File: config.mk
export PLATFORM = sky130hd
export DESIGN_NAME = hazard_ctrl
export DESIGN_NICKNAME = d
export VERILOG_FILES = /design/src/rtl/hazard_ctrl.sv
export SDC_FILE = /design/constraint.sdc
export NUM_CORES = 1
export LEC_CHECK = 0
export CORE_UTILIZATION = 25
export CTS_CLUSTER_SIZE = 14
export DETAILED_ROUTE_END_ITERATION = 8
export PLACE_DENSITY = 0.51
export SETUP_SLACK_MARGIN = 0.1
export SLEW_MARGIN = 25
export SYNTH_ARGS = -nofsm -noshare
export SYNTH_HDL_FRONTEND = slang
export SYNTH_SLANG_ARGS = --single-unit
export TNS_END_PERCENT = 50
File: constraint.sdc
create_clock -name clk -period 5.4 [get_ports clk]
set_input_delay 0.54 -clock clk [delete_from_list [all_inputs] [get_ports clk]]
set_output_delay 0.54 -clock clk [all_outputs]
set_load 0.05 [all_outputs]
File: src/rtl/hazard_ctrl.sv
// ID-stage data-hazard controller: shadow EXE/MEM destination tracking, operand forwarding selects,
// load-use stall, ID/EXE bubble control and a saturating stall counter. Define HAZARD_FWD_EN to enable forwarding.
module hazard_ctrl (
  input  logic        clk,
  input  logic        clrn,
  input  logic [4:0]  id_rs,
  input  logic [4:0]  id_rt,
  input  logic        id_use_rs,
  input  logic        id_use_rt,
  input  logic [4:0]  id_rn,
  input  logic        id_wreg,
  input  logic        id_m2reg,
  input  logic        id_flush,
  output logic        stall,
  output logic        kill,
  output logic [1:0]  fwda,
  output logic [1:0]  fwdb,
  output logic [31:0] stall_cnt
);

`ifdef HAZARD_FWD_EN
  localparam bit FWD_EN = 1'b1;
`else
  localparam bit FWD_EN = 1'b0;
`endif

  localparam logic [1:0] SEL_RF     = 2'b00;
  localparam logic [1:0] SEL_EX_ALU = 2'b01;
  localparam logic [1:0] SEL_MM_ALU = 2'b10;
  localparam logic [1:0] SEL_MM_LD  = 2'b11;

  // Shadow copy of the destination fields held in ID/EXE and EXE/MEM.
  logic [4:0]  ex_rn;
  logic        ex_wreg;
  logic        ex_m2reg;
  logic [4:0]  mm_rn;
  logic        mm_wreg;
  logic        mm_m2reg;
  logic [31:0] cnt_q;

  logic        a_ex;
  logic        a_mm;
  logic        b_ex;
  logic        b_mm;
  logic        load_use;
  logic        any_match;
  logic        stall_req;
  logic [1:0]  sel_a;
  logic [1:0]  sel_b;

  // Register 0 is hard-wired, so it never produces a dependency.
  assign a_ex = id_use_rs & ex_wreg & (ex_rn == id_rs) & (id_rs != 5'd0);
  assign a_mm = id_use_rs & mm_wreg & (mm_rn == id_rs) & (id_rs != 5'd0);
  assign b_ex = id_use_rt & ex_wreg & (ex_rn == id_rt) & (id_rt != 5'd0);
  assign b_mm = id_use_rt & mm_wreg & (mm_rn == id_rt) & (id_rt != 5'd0);

  assign load_use  = (a_ex | b_ex) & ex_m2reg;
  assign any_match = a_ex | a_mm | b_ex | b_mm;

  function automatic logic [1:0] fwd_sel(input logic m_ex, input logic m_mm, input logic mm_load);
    logic [1:0] sel;
    sel = SEL_RF;
    if (m_ex)
      sel = SEL_EX_ALU;
    else if (m_mm)
      sel = mm_load ? SEL_MM_LD : SEL_MM_ALU;
    return sel;
  endfunction

  assign sel_a = fwd_sel(a_ex, a_mm, mm_m2reg);
  assign sel_b = fwd_sel(b_ex, b_mm, mm_m2reg);

  // Without forwarding, every in-flight producer must drain past MEM before the consumer proceeds.
  always_comb begin
    stall_req = 1'b0;
    fwda      = SEL_RF;
    fwdb      = SEL_RF;
    if (FWD_EN) begin
      stall_req = load_use;
      if (!load_use) begin
        fwda = sel_a;
        fwdb = sel_b;
      end
    end else begin
      stall_req = any_match;
    end
  end

  // A resolved branch squashes the ID instruction, so there is nothing left to stall for.
  assign stall     = stall_req & ~id_flush;
  assign kill      = stall | id_flush;
  assign stall_cnt = cnt_q;

  always_ff @(posedge clk or negedge clrn) begin
    if (!clrn) begin
      ex_rn    <= 5'd0;
      ex_wreg  <= 1'b0;
      ex_m2reg <= 1'b0;
      mm_rn    <= 5'd0;
      mm_wreg  <= 1'b0;
      mm_m2reg <= 1'b0;
    end else begin
      ex_rn    <= kill ? 5'd0 : id_rn;
      ex_wreg  <= kill ? 1'b0 : id_wreg;
      ex_m2reg <= kill ? 1'b0 : id_m2reg;
      mm_rn    <= ex_rn;
      mm_wreg  <= ex_wreg;
      mm_m2reg <= ex_m2reg;
    end
  end

  always_ff @(posedge clk or negedge clrn) begin
    if (!clrn)
      cnt_q <= 32'd0;
    else if (stall && (cnt_q != 32'hFFFF_FFFF))
      cnt_q <= cnt_q + 32'd1;
  end

endmodule
* Yosys cells after proc, flatten, opt, wreduce, memory -nomap -nowiden
Index checks and enable logic that the tools add are counted.
** Operators by class
- $add $sub $neg :: 1
- Equal/unequal tests :: 5
- Multiplexer cells :: 2
- Bitwise logic cells :: 18
- Reductions and logical operators :: 3
** Operators by type and width (count)
- 32-bit by 1-bit adder with 32-bit output, second input constant :: 1
- 32-bit != test, second input constant :: 1
- 5-bit == test :: 4
- 1-bit bitwise AND :: 13
- 5-bit nonzero test :: 2
- 5-bit two-way mux :: 1
- 1-bit bitwise OR :: 4
- 1-bit logical AND :: 1
- 1-bit two-way mux :: 1
- 1-bit NOT :: 1
** Storage, ports and cells
- Register bits :: 44
- Bits of input ports :: 22
- Output and inout port bits :: 38
- Logic and storage cells :: 34

* Logic depth before layout (Yosys ltp)
Gate-level depths: netlist of run 1.
- Word-level depth :: 9
- Mapped depth :: 8
- Mapped depth without buffers :: 7

* Least setup slack after synthesis of run 1
OpenSTA, ideal clock, no wires.
- Path type :: input-to-output
- Start point :: input port id_rt[0]
- End point :: output port kill
- Data arrival time :: 2021 ps
- Required time :: 4860 ps
- Path slack :: 2839 ps
- Cell stages on the path :: 4
- Buffers on the path :: 0
- Path through :: or4_1 > o21a_1 > a221oi_1 > inv_1
** Between the ends
- Longest elaborated chain between the ends :: 7
- Elaborated cells between the ends (all ways) :: 11
** RTL lines
- start: declaration :: RTL line 7 : input logic [4:0] id_rt,
- 5-bit == test :: RTL line 54 : assign b_ex = id_use_rt & ex_wreg & (ex_rn == id_rt) & (id_rt != 5'd0);
- 1-bit bitwise AND (2 in series) :: RTL line 54
- 1-bit bitwise OR :: RTL line 58 : assign any_match = a_ex | a_mm | b_ex | b_mm;
- 1-bit bitwise OR * :: RTL line 58
- 1-bit bitwise AND * :: RTL line 90 : assign stall = stall_req & ~id_flush;
- 1-bit bitwise OR * :: RTL line 91 : assign kill = stall | id_flush;
- end: declaration :: RTL line 15 : output logic kill,
Mark *: on every way between the ends. The rest lies on a longest branch, timed or not.

* Worst setup path after layout of run 1
- Start point :: input port id_rs[0]
- End point :: output port stall
** Between the ends
- Longest elaborated chain between the ends :: 7
- Elaborated cells between the ends (all ways) :: 11
** RTL lines
- start: declaration :: RTL line 6 : input logic [4:0] id_rs,
- 5-bit == test, on equally long branches :: RTL line 52, 53
- 1-bit bitwise AND, on equally long branches (2 in series) :: RTL line 52, 53
- 1-bit bitwise OR * (3 in series) :: RTL line 58
- 1-bit bitwise AND * :: RTL line 90
- end: declaration :: RTL line 14 : output logic stall,
Marked as above.

==> summary.md, run 1 <==
| Metric | Value |
|---|---|
| Synth Cell Area | `0.00225 mm²` |
| Layout Skew | `0.0106 ns` |
| # fillers | `882` |
| CTS Hold Bufs | `0` |
| Crit share post-route | `69.5%` |
| First-pass GRT wire length | `8.83 mm` |
| Async SR Flop Fraction | `100%` |
| IO Pins | `60` |
| Slew Viols, Final | `0` |
| Ys Warns | `0` |
| Cell family with most CP delay | `buffers and inverters` |
| Status | `completed` |
| Layout cells sized above 1 | `6.16%` |
| Largest net degree at the start of global routing | `30` |
| Final HPWL DP | `3.71 mm` |
| Setup Buffers After CTS | `0` |
| Vias per Instance | `4.55` |
| # rows | `34` |
| Final Hold Vio Count | `0` |
| Worst setup path class | `input port to output pin` |
| DRT Pass-1 Iters | `4` |
| Power density over cell area | `236 mW/mm²` |
| Worst hold path type | `input port to async pin` |
| Worst Setup End Kind | `output pin` |
| Chip Width | `96.9 µm` |
| Max-slew headroom | `39.8%` |
| Seq cells post-synth | `44` |
| H-Tree Level Count | `2` |
| Leak | `1.37 nW` |
| Cell mode on critical path | `clkdlybuf4s50_1` |
| # DRC | `0` |
| Post-route antenna net violation count | `0` |
| RD Place Congestion | `0.814` |
| Area growth syn-to-layout | `35.1%` |
| Vias | `1,749` |
| Number of enable flip-flop cells after synthesis | `0` |
| Initial drt markers | `24` |
| ANT cells | `0` |
| Routed WL | `5.06 mm` |
| Vias in the first global route | `1,721` |
| Worst skew pair latency | `0.30 ns` |
| CTS tree | `done` |
| Clock Tree Root | `clkbuf_8` |
| Pre-CTS setup slack | `1.65 ns` |
| Minimum clock period | `3.75 ns` |
| Total negative slack | `0 ns` |
| Post-place instance area | `0.00292 mm²` |
| Core Util, Final | `34.9%` |
| Syn Inst Count | `216` |
| Critical Path RT | `4.86 ns` |
| Post-CTS sizing | `0` |
| WP buf/inv | `4` |
| Initial Utilization | `25.8%` |
| Number of setup violations in the final report | `0` |
| Seq/Total Area, Yosys | `48.9%` |
| Routed len/inst | `13.2 µm` |
| Max Freq | `266 MHz` |
| Unique masters post-synth | `30` |
| Final net count | `298` |
| Global-route usage over all layers | `11.7%` |
| GRT overflow | `0` |
| Clk pin slew, worst setup/hold paths | `0.08 ns` |
| Post-synthesis area per instance | `10.4 µm²` |
| Critical path, cell by cell | `clkdlybuf4s50_1, or4_1, o21a_1, nor2b_4, a22oi_4, buf_4, inv_4, clkdlybuf4s50_1` |
| Crit path max fanout | `28` |
| Crit-path slowest cell | `clkdlybuf4s50_1` |
| Clock buffer depth | `2` |
| DIE HEIGHT | `96.9 µm` |
| Placeable Area | `0.00872 mm²` |
| Crit path launch type | `input port` |
| CTS Sinks | `44` |
| Main synth FF type | `dfrtp_1` |
| Max-cap violation count | `0` |
| Initial antenna violation count | `0` |
| Worst Max-Slew Pin Slew | `0.899 ns` |
| Largest stage delay, worst path | `0.71 ns` |
| Design Area, Final | `0.00304 mm²` |
| Maximum vdd drop | `0.118 mV` |
| CTS buffer count | `5` |
| Die footprint | `0.00939 mm²` |
| WP data arrival | `3.21 ns` |
| PortBufs | `54` |
| Unrepaired setup endpoints after global routing | `no` |
| Fin worst setup slack | `1.65 ns` |
## kinds of logic after synthesis
kind of cell	Yosys count	share of synthesized area, %
other cells	1	0.167
flops	44	48.9
simple gates	97	23.7
fa+ha+maj	1	0.555
xor+xnor	51	19.8
mux	1	0.666
buf+inv	15	3.61
compound gates	6	2.56
## area by class of cell
cell class              count  area, µm²  share of cell area, %
flip-flops and latches     44       1100                   36.2
clock inverters             1       30.0                  0.987
repair buffers             57        571                   18.7
multi-input cells         160       1080                   35.5
inverters                   7       28.8                  0.946
well taps                 108        135                   4.44
clock buffers               7       96.3                   3.17
## flip-flops by register name, summed over array words and instances, names as in the netlist
register and cells:
mm_rn 5, ex_wreg 1, ex_rn 5, stall_cnt 32, mm_wreg 1
## routing by layer
layer / vias up / track usage [%] / wire [µm]
met1: 835 / 16.3 / 2590
met3: 7 / 3.18 / 254
met4: 0 / 3.44 / 59
met2: 54 / 17.7 / 2160
met5: - / 0 / 0
li1: 853 / - / -
## through the flow
step / power [mW] / hold WS (ns) / cells
floorplan: 0.408 / 0.244 / 219
global placement: 0.448 / 0.399 / 375
detailed placement: 0.449 / 0.397 / 376
CTS: 0.732 / 0.169 / 384
global route: 0.755 / 0.185 / 384
finish: 0.718 / 0.171 / 384
## cell usage in the layout (no fill, tap or decap), types with 2 or more instances in the layout
cell | netlist | layout
clkdlybuf4s50_1 | 0 | 53
dfrtp_1 | 44 | 44
xor2_1 | 26 | 26
xnor2_1 | 25 | 25
nor2_1 | 17 | 17
nand4_1 | 15 | 15
nand2_1 | 14 | 14
nand3_1 | 11 | 11
nor3_1 | 9 | 9
and3_1 | 8 | 8
and2_1 | 7 | 7
clkbuf_8 | 0 | 7
inv_1 | 6 | 6
nor4b_1 | 4 | 4
conb_1 | 1 | 4
nor4_1 | 3 | 3
or4_1 | 2 | 2
o21a_1 | 2 | 2
o22ai_1 | 2 | 2
nor3b_1 | 2 | 2
buf_4 | 6 | 2
## synth_stat cells, types with 2 or more instances
library cell,number,area [µm²]
xor2_1,26,228
or4_1,2,15.0
o21a_1,2,15.0
nor3b_1,2,15.0
dfrtp_1,44,1100
and3_1,8,50.1
o22ai_1,2,12.5
nand3_1,11,55.1
nand4_1,15,93.8
buf_4,6,45.0
inv_1,6,22.5
and2_1,7,43.8
nor4b_1,4,35.0
xnor2_1,25,219
nor3_1,9,45.0
nor2_1,17,63.8
nor4_1,3,18.8
clkbuf_1,2,7.51
nand2_1,14,52.6
## worst paths after layout
path | to | from | slack (ns) | depth (start not counted)
setup / recovery | stall | id_rs[0] | 1.65 | 8
hold / removal | mm_rn[0] | clrn | 0.17 | 1
setup reg to reg | stall_cnt[1] | stall_cnt[0] | 2.34 | 6
hold reg to reg | mm_wreg | ex_wreg | 0.43 | 0
max in group asynchronous | mm_wreg | clrn | 4.73 | 2
min in group clk | mm_wreg | ex_wreg | 0.43 | 0
## where the power goes
group / switching, mW / internal (mW) / total [mW]
registers: 0.0113 / 0.339 / 0.350
clock network: 0.113 / 0.163 / 0.276
logic: 0.0509 / 0.0412 / 0.0922
No activity file was read; power rests on OpenSTA's default activity.
==> run 2: changes to the inputs <==
==> constraint.sdc (replaced) <==
create_clock -name clk -period 3.6 [get_ports clk]
set_input_delay 0.36 -clock clk [delete_from_list [all_inputs] [get_ports clk]]
set_output_delay 0.36 -clock clk [all_outputs]
set_load 0.05 [all_outputs]
==> run 2 against run 1 <==
Compared with the run above:
- flip-flop and latch count stayed put
- cell count is 0.26% higher
- critical endpoint is now kill
- global-route usage is 0.29 points lower
- setup slack worse by 1.2 ns
- final area is 1.4% lower
- combinational power is 46% higher
- critical path type unchanged
- register-to-register slack worse by 0.94 ns
==> summary.md, run 2 (same netlist as run 1, synthesis figures left out) <==
| Metric | Value |
|---|---|
| Status | `completed` |
| Worst Setup End Kind | `output pin` |
| Layout cells sized above 1 | `6.14% (-0.022 points)` |
| Initial drt markers | `49 (+100%)` |
| Final net count | `299 (+0.34%)` |
| # rows | `34 (unchanged)` |
| Setup Buffers After CTS | `0 (unchanged)` |
| Worst skew pair latency | `0.29 ns (about the same)` |
| Vias | `1,715 (-1.9%)` |
| Final Hold Vio Count | `0 (unchanged)` |
| Minimum clock period | `3.10 ns` |
| Power density over cell area | `327 mW/mm² (+38%)` |
| Most frequent cells in the layout | `52 x clkdlybuf4s50_1, 44 x dfrtp_1, 26 x xor2_1, 25 x xnor2_1, 17 x nor2_1` |
| Post-route antenna net violation count | `0 (unchanged)` |
| CTS Sinks | `44 (unchanged)` |
| Clock Tree Root | `clkbuf_8` |
| Final HPWL DP | `3.73 mm (+0.51%)` |
| First-pass GRT wire length | `8.60 mm (-2.6%)` |
| PnR Total Power | `0.980 mW (+36%)` |
| Post-CTS sizing | `0 (unchanged)` |
| RD Place Congestion | `0.770 (-5.3%)` |
| Vias in the first global route | `1,697 (-1.4%)` |
| CTS buffer count | `5 (unchanged)` |
| DRT Pass-1 Iters | `4 (unchanged)` |
| Chip Width | `96.9 µm (unchanged)` |
| Worst Max-Slew Pin Slew | `0.575 ns (-0.324 ns)` |
| Routed WL | `5.17 mm (+2.2%)` |
| CTS tree | `done` |
| Largest register FFs | `32 (unchanged)` |
| # DRC | `0 (unchanged)` |
| Routed len/inst | `13.4 µm (+1.9%)` |
| Layout Skew | `0.0111 ns (+0.000583 ns)` |
| H-Tree Level Count | `2 (unchanged)` |
| Maximum vdd drop | `0.212 mV (+79%)` |
| Die footprint | `0.00939 mm² (unchanged)` |
| GRT overflow | `0 (unchanged)` |
| IO Pins | `60 (unchanged)` |
| Max-slew headroom | `61.7% (+22 points)` |
| Clock buffer depth | `2 (unchanged)` |
| Area growth syn-to-layout | `33.3%` |
| ANT cells | `0 (unchanged)` |
| DIE HEIGHT | `96.9 µm (unchanged)` |
| Initial Utilization | `25.8% (unchanged)` |
| Vias per Instance | `4.45 (-2.2%)` |
| CTS Hold Bufs | `0 (unchanged)` |
| Leak | `1.36 nW (-1.2%)` |
| Clk pin slew, worst setup/hold paths | `0.09 ns (about the same)` |
| PortBufs | `54 (unchanged)` |
| Unrepaired setup endpoints after global routing | `no` |
| Slew Viols, Final | `0 (unchanged)` |
| WP data arrival | `2.74 ns (-0.47 ns)` |
| Total negative slack | `0 ns (unchanged)` |
| Largest net degree at the start of global routing | `45 (+50%)` |
| Critical Path RT | `3.24 ns (-1.62 ns)` |
| Max-cap violation count | `0 (unchanged)` |
| Commonest non-fill, non-tap cell in the layout | `clkdlybuf4s50_1` |
| Path depth of the worst reg2reg path | `8 (+2)` |
| Max Freq | `322 MHz` |
| Crit path max fanout | `3 (-89%)` |
| Placeable Area | `0.00872 mm² (unchanged)` |
| Number of setup violations in the final report | `0 (unchanged)` |
| Crit share post-route | `86.2%` |
| Crit path launch type | `input port` |
| Global-route usage over all layers | `11.4% (-0.29 points)` |
| Initial antenna violation count | `0 (unchanged)` |
| Worst hold path type | `input port to async pin` |
| Worst setup path class | `input port to output pin` |
run 2: worst paths after layout:
check	startpoint	end	slack, ns
min	clrn	stall_cnt[9]	0.05
max	id_rt[1]	kill	0.50
min reg2reg	ex_wreg	mm_wreg	0.42
max reg2reg	stall_cnt[0]	stall_cnt[1]	1.40
min in group clk	ex_wreg	mm_wreg	0.42
max in group asynchronous	clrn	ex_rn[0]	3.14
run 2: layer usage:
metal  global-route usage (%)  part of all wire, %
met1                     16.2                   51
met5                        0                    0
met2                     16.9                   42
met4                     3.44                 0.99
met3                     2.96                  5.4
run 2: area by class of cell:
class                           count  area, µm²
Multi-Input combinational cell    160       1080
Fill cell                         898       5720
Clock buffer                        8       90.1
Sequential cell                    44       1100
Inverter                            7       28.8
Tap cell                          108        135
Timing Repair Buffer               58        566
run 2: power by group:
group / total (mW) / internal [mW] / switching [mW]
Clock: 0.320 / 0.157 / 0.163
Sequential: 0.525 / 0.508 / 0.0168
Combinational: 0.135 / 0.0600 / 0.0754
Total: 0.980 / 0.725 / 0.255
run 2: worst max-delay path, stage by stage:
cell	delay [ns]
clkdlybuf4s50_1	0.48
or4_1	0.53
o21a_1	0.21
a221oi_1	0.38
inv_1	0.07
clkdlybuf4s50_1	0.70
run 2: per-stage QoR:
stage	util, %	worst slack [ns]	hold slack, ns	cell area, µm²	instances
2_1_floorplan	-	1.34	0.0644	2260	219
3_3_place_gp	33.4	0.497	0.395	2910	377
3_5_place_dp	33.4	0.455	0.397	2910	377
4_1_cts	34.4	0.448	0.271	3000	385
5_1_grt	34.4	0.397	0.100	3000	385
6_report	34.4	0.497	0.0478	3000	385
